File: config.mk
export PLATFORM = sky130hd
export DESIGN_NAME = s10_dot_accum
export DESIGN_NICKNAME = d
export VERILOG_FILES = /design/src/rtl/s10_dot_accum.sv
export SDC_FILE = /design/constraint.sdc
export NUM_CORES = 1
export LEC_CHECK = 0
export ABC_AREA = 1
export CAP_MARGIN = 10
export CORE_ASPECT_RATIO = 1.75
export CORE_MARGIN = 2
export CORE_UTILIZATION = 40
export CTS_CLUSTER_DIAMETER = 100
export DETAILED_ROUTE_END_ITERATION = 12
export SYNTH_ARGS = -nofsm -noshare
export SYNTH_HDL_FRONTEND = slang
export SYNTH_SLANG_ARGS = --single-unit
File: constraint.sdc
create_clock -name clk -period 2.2 [get_ports clk]
set_input_delay 0.22 -clock clk [delete_from_list [all_inputs] [get_ports clk]]
set_output_delay 0.22 -clock clk [all_outputs]
set_load 0.005 [all_outputs]
File: src/rtl/s10_dot_accum.sv
// Dot-product accumulator: sums signed pair-adder beats per vector and presents
// the result, beat count and overflow flag on a valid/ready output. Optional macro: DOT_ACC_SAT_EN.
module s10_dot_accum #(
  parameter int IN_W  = 14,
  parameter int ACC_W = 32,
  parameter int LEN_W = 8
) (
  input  logic             clk,
  input  logic             rst_n,
  input  logic             in_valid,
  output logic             in_ready,
  input  logic [IN_W-1:0]  in_data,
  input  logic             in_last,
  output logic             out_valid,
  input  logic             out_ready,
  output logic [ACC_W-1:0] out_data,
  output logic [LEN_W-1:0] out_count,
  output logic             out_ovf
);

  localparam logic [ACC_W-1:0] ACC_MAX = {1'b0, {(ACC_W-1){1'b1}}};
  localparam logic [ACC_W-1:0] ACC_MIN = {1'b1, {(ACC_W-1){1'b0}}};
  localparam logic [LEN_W-1:0] CNT_MAX = {LEN_W{1'b1}};
  localparam logic [LEN_W-1:0] CNT_ONE = {{(LEN_W-1){1'b0}}, 1'b1};

  // Signed add overflow: operands agree in sign but the sum does not.
  function automatic logic add_ovf(input logic [ACC_W-1:0] a,
                                   input logic [ACC_W-1:0] b,
                                   input logic [ACC_W-1:0] s);
    return (a[ACC_W-1] == b[ACC_W-1]) && (s[ACC_W-1] != a[ACC_W-1]);
  endfunction

  logic [ACC_W-1:0] acc_q, acc_d;
  logic [LEN_W-1:0] cnt_q, cnt_d;
  logic             ovf_q, ovf_d;
  logic             out_valid_q, out_valid_d;
  logic [ACC_W-1:0] out_data_q, out_data_d;
  logic [LEN_W-1:0] out_count_q, out_count_d;
  logic             out_ovf_q, out_ovf_d;

  logic [ACC_W-1:0] in_ext_s;
  logic [ACC_W-1:0] sum_raw_s;
  logic [ACC_W-1:0] sum_s;
  logic             add_ovf_s;
  logic [LEN_W-1:0] cnt_inc_s;
  logic             beat_s;
  logic             drain_s;

  assign in_ext_s  = {{(ACC_W-IN_W){in_data[IN_W-1]}}, in_data};
  assign sum_raw_s = acc_q + in_ext_s;
  assign add_ovf_s = add_ovf(acc_q, in_ext_s, sum_raw_s);
  assign cnt_inc_s = (cnt_q == CNT_MAX) ? CNT_MAX : (cnt_q + CNT_ONE);

`ifdef DOT_ACC_SAT_EN
  // Clamp toward the operand sign so a saturated accumulator stays pinned.
  assign sum_s = add_ovf_s ? (acc_q[ACC_W-1] ? ACC_MIN : ACC_MAX) : sum_raw_s;
`else
  assign sum_s = sum_raw_s;
`endif

  // Output register frees in the same cycle it is consumed, so no bubble.
  assign in_ready = ~out_valid_q | out_ready;
  assign beat_s   = in_valid & in_ready;
  assign drain_s  = out_valid_q & out_ready;

  // Next-state: accumulate non-last beats, close the vector on the last one.
  always_comb begin
    acc_d       = acc_q;
    cnt_d       = cnt_q;
    ovf_d       = ovf_q;
    out_valid_d = out_valid_q;
    out_data_d  = out_data_q;
    out_count_d = out_count_q;
    out_ovf_d   = out_ovf_q;
    if (beat_s && in_last) begin
      out_data_d  = sum_s;
      out_count_d = cnt_inc_s;
      out_ovf_d   = ovf_q | add_ovf_s;
      out_valid_d = 1'b1;
      acc_d       = {ACC_W{1'b0}};
      cnt_d       = {LEN_W{1'b0}};
      ovf_d       = 1'b0;
    end else if (beat_s) begin
      acc_d       = sum_s;
      cnt_d       = cnt_inc_s;
      ovf_d       = ovf_q | add_ovf_s;
      out_valid_d = drain_s ? 1'b0 : out_valid_q;
    end else if (drain_s) begin
      out_valid_d = 1'b0;
    end else begin
      out_valid_d = out_valid_q;
    end
  end

  // State registers; reset drops any partial vector and pending result.
  always_ff @(posedge clk or negedge rst_n) begin
    if (!rst_n) begin
      acc_q       <= {ACC_W{1'b0}};
      cnt_q       <= {LEN_W{1'b0}};
      ovf_q       <= 1'b0;
      out_valid_q <= 1'b0;
      out_data_q  <= {ACC_W{1'b0}};
      out_count_q <= {LEN_W{1'b0}};
      out_ovf_q   <= 1'b0;
    end else begin
      acc_q       <= acc_d;
      cnt_q       <= cnt_d;
      ovf_q       <= ovf_d;
      out_valid_q <= out_valid_d;
      out_data_q  <= out_data_d;
      out_count_q <= out_count_d;
      out_ovf_q   <= out_ovf_d;
    end
  end

  assign out_valid = out_valid_q;
  assign out_data  = out_data_q;
  assign out_count = out_count_q;
  assign out_ovf   = out_ovf_q;

endmodule
==> results.sh <==
export IMPL_htree_levels=3
export IMPL_finalSetupViolations=0
export IMPL_skew_ns=0.009875
export IMPL_grt_pass1_vias=5354
export IMPL_outcome="finished clean"
export IMPL_grt_ovfl_total=0
export IMPL_cts_tree="yes"
export IMPL_netlist_area_mm2=0.005482
export IMPL_busiest_layer="met2"
export IMPL_startpoint_type="input pin"
export IMPL_hold_viol=0
export IMPL_path_clk_slew_ns=0.07
export IMPL_fmax_ghz=0.4823
export IMPL_wl_mm=15.29
export IMPL_crit_type="input pin to register"
export IMPL_pin_count=62
export IMPL_regArea_mm2=0.002077
export IMPL_synthArstFlopShare=1.000
export IMPL_root_buffer="clkbuf_16"
export IMPL_worst_skew_pair_late_latency_ns=0.35
export IMPL_vias=5233
export IMPL_syn_inst=781
export IMPL_grtUsageMet2=0.4154
export IMPL_multiInputGateArea_mm2=0.002948
export IMPL_tightest_slew_ns=0.5597
export IMPL_nets=944
export IMPL_gp_congestion=0.9199
export IMPL_cp_data_required_time_ns=2.44
export IMPL_grt_start_max_net_pins=56
export IMPL_grt_pass1_wl_mm=25.45
export IMPL_first_pass_iters=7
export IMPL_period_share=0.9424
export IMPL_ys_flop_type="dfrtp_1"
export IMPL_synth_nets=833
export IMPL_grtUsageMet3=0.03178
export IMPL_post_route_drc_count=0
export IMPL_area_growth_pct=26.84
export IMPL_viasPerCell=4.886
export IMPL_finalMaxSlewViolations=0
export IMPL_p_leak_nw=3.762
export IMPL_cts_buffer_depth=2
export IMPL_period_minus_slack_ns=2.073
export IMPL_drive_above_1_share=0.1159
export IMPL_seq_area_frac_synth=0.3789
export IMPL_antenna_found_initial=0
export IMPL_drtIter0Drc=214
export IMPL_fp_dieArea_mm2=0.01469
export IMPL_drv_cap=0
export IMPL_crit_path_end_kind="register"
export IMPL_r2r_cells=10
export IMPL_coreArea_mm2=0.01338
export IMPL_slew_headroom=0.6268
export IMPL_syn_area_per_cell_um2=7.019
export IMPL_path_max_fanout=16
export IMPL_power_mw=8.180
export IMPL_track_usage=0.2187
export IMPL_synth_seq_cells=83
export IMPL_synth_warnings=0
export IMPL_drt_wirelength_per_cell_um=14.28
export IMPL_num_rows=56
export IMPL_postRouteAntennaNets=0
export IMPL_post_cts_buffers=0
export IMPL_rsz0062_at_grt="no"
export IMPL_power_density_mw_per_mm2=1177
export IMPL_ys_types=35
export IMPL_die_x_um=92.49
export IMPL_synth_edff_count=0
export IMPL_dieHeight_um=158.9
export IMPL_io_buffers=61
export IMPL_cts_buffers=9
export IMPL_fill_cells=1299
export IMPL_initial_utilization=0.4096
export IMPL_hp_class="input pin to asynchronous set/reset pin"
export IMPL_clock_sinks=83
export IMPL_cp_data_arrival_time_ns=2.31
export IMPL_whs_ns=0.3353
export IMPL_antenna_cells=0
export IMPL_grtUsageMet1=0.2366
export IMPL_dp_hpwl_mm=12.16
export IMPL_pre_cts_ws_ns=-0.2490
export IMPL_vdd_ir_drop_max_uv=518.1
export IMPL_fin_ws_ns=0.1267
[metrics by stage]
step	area, um2	util	TNS (ns)	instances
floorplan	5482	-	0	781
global placement	6628	0.4952	-5.112	1054
detailed placement	6628	0.4952	-6.067	1054
CTS	6934	0.5181	0	1071
global route	6953	0.5195	0	1071
finish	6953	0.5195	0	1071
[routing by layer]
layer	share of wire	up-vias
met5	0	-
met4	0.028	0
met3	0.029	29
met2	0.55	114
met1	0.39	2421
li1	-	2669
[final cells by class]
class,instances,area share
Tap cell,174,0.03131
Inverter,94,0.05075
Multi-Input combinational cell,588,0.4240
Sequential cell,83,0.2987
Clock buffer,9,0.03239
Clock inverter,7,0.01026
Timing Repair Buffer,116,0.1526
[worst max-delay path, cell delays in order]
cell and delay (ns):
clkdlybuf4s50_1 0.44, buf_12 0.17, ha_1 0.35, a21oi_1 0.28, nand2_1 0.13, nand2_1 0.07, nand2_1 0.12, a21oi_4 0.21
nand2_4 0.07, nand2_2 0.06, nand3_2 0.06, nand2_1 0.06, nand2_1 0.05
[flip-flops by register name (all words and copies together), names as in the netlist]
register,flops
acc_q,32
cnt_q,8
out_count,8
out_data,32
out_ovf,1
out_valid,1
ovf_q,1
[power by group]
group	internal (mW)	switching (mW)
sequential	2.04	0.331
combinational	1.99	2.33
clock	0.796	0.696
[cell usage after synthesis, types with 3 or more instances]
master,n,area [um2]
o21ai_0,34,170.2
buf_2,6,30.03
nand3_1,49,245.2
a21oi_1,30,150.1
ha_1,32,400.4
xor2_1,8,70.07
nand3b_1,8,60.06
nor2_2,5,31.28
o21ai_1,9,45.04
nand2_1,319,1197
xnor2_1,9,78.83
dfrtp_1,83,2077
o21bai_1,6,45.04
clkbuf_1,3,11.26
nor3_1,5,25.02
nand2_2,11,68.82
nor2_1,45,168.9
nand2_4,3,33.78
inv_1,92,345.3
clkbuf_8,5,68.82
[path summary, 6_finish.rpt]
check	endpoint	start	slack (ns)
hold / removal	out_data[1]	rst_n	0.34
setup reg to reg	out_data[15]	acc_q[4]	0.20
hold reg to reg	out_count[5]	out_count[5]	0.48
min in group clk	out_count[5]	out_count[5]	0.48
max in group asynchronous	acc_q[17]	rst_n	1.28
setup / recovery	out_ovf	in_data[13]	0.13
[cells in the final DEF, fill, tap and decap left out, types with 4 or more instances in the layout]
cell	instances
nand2_1	316
inv_1	92
dfrtp_1	83
clkdlybuf4s50_1	60
buf_4	52
nand3_1	49
nor2_1	44
o21ai_0	34
ha_1	32
a21oi_1	29
nand2_2	13
o21ai_1	9
xnor2_1	9
clkbuf_16	9
xor2_1	8
nand3b_1	8
nor2_2	6
o21bai_1	6
nor3_1	5
nand2_4	4
[logic make-up (layout without fill, tap and decap cells)]
| logic type | Yosys count | count (layout) | synth area share |
|---|---|---|---|
| fa+ha+maj | 33 | 33 | 0.07669 |
| xor+xnor | 17 | 17 | 0.02716 |
| flops | 83 | 83 | 0.3789 |
| compound gates | 85 | 85 | 0.08491 |
| buf+inv | 110 | 226 | 0.08719 |
| simple gates | 453 | 453 | 0.3451 |
[what timing repair did]
item                                   in CTS  in global routing
resized for setup                           0                  6
hold buffers                                1                  0
setup endpoints to repair                   0                 20
endpoints found under the hold margin      27                  0
No activity file was read; power rests on OpenSTA's default activity.
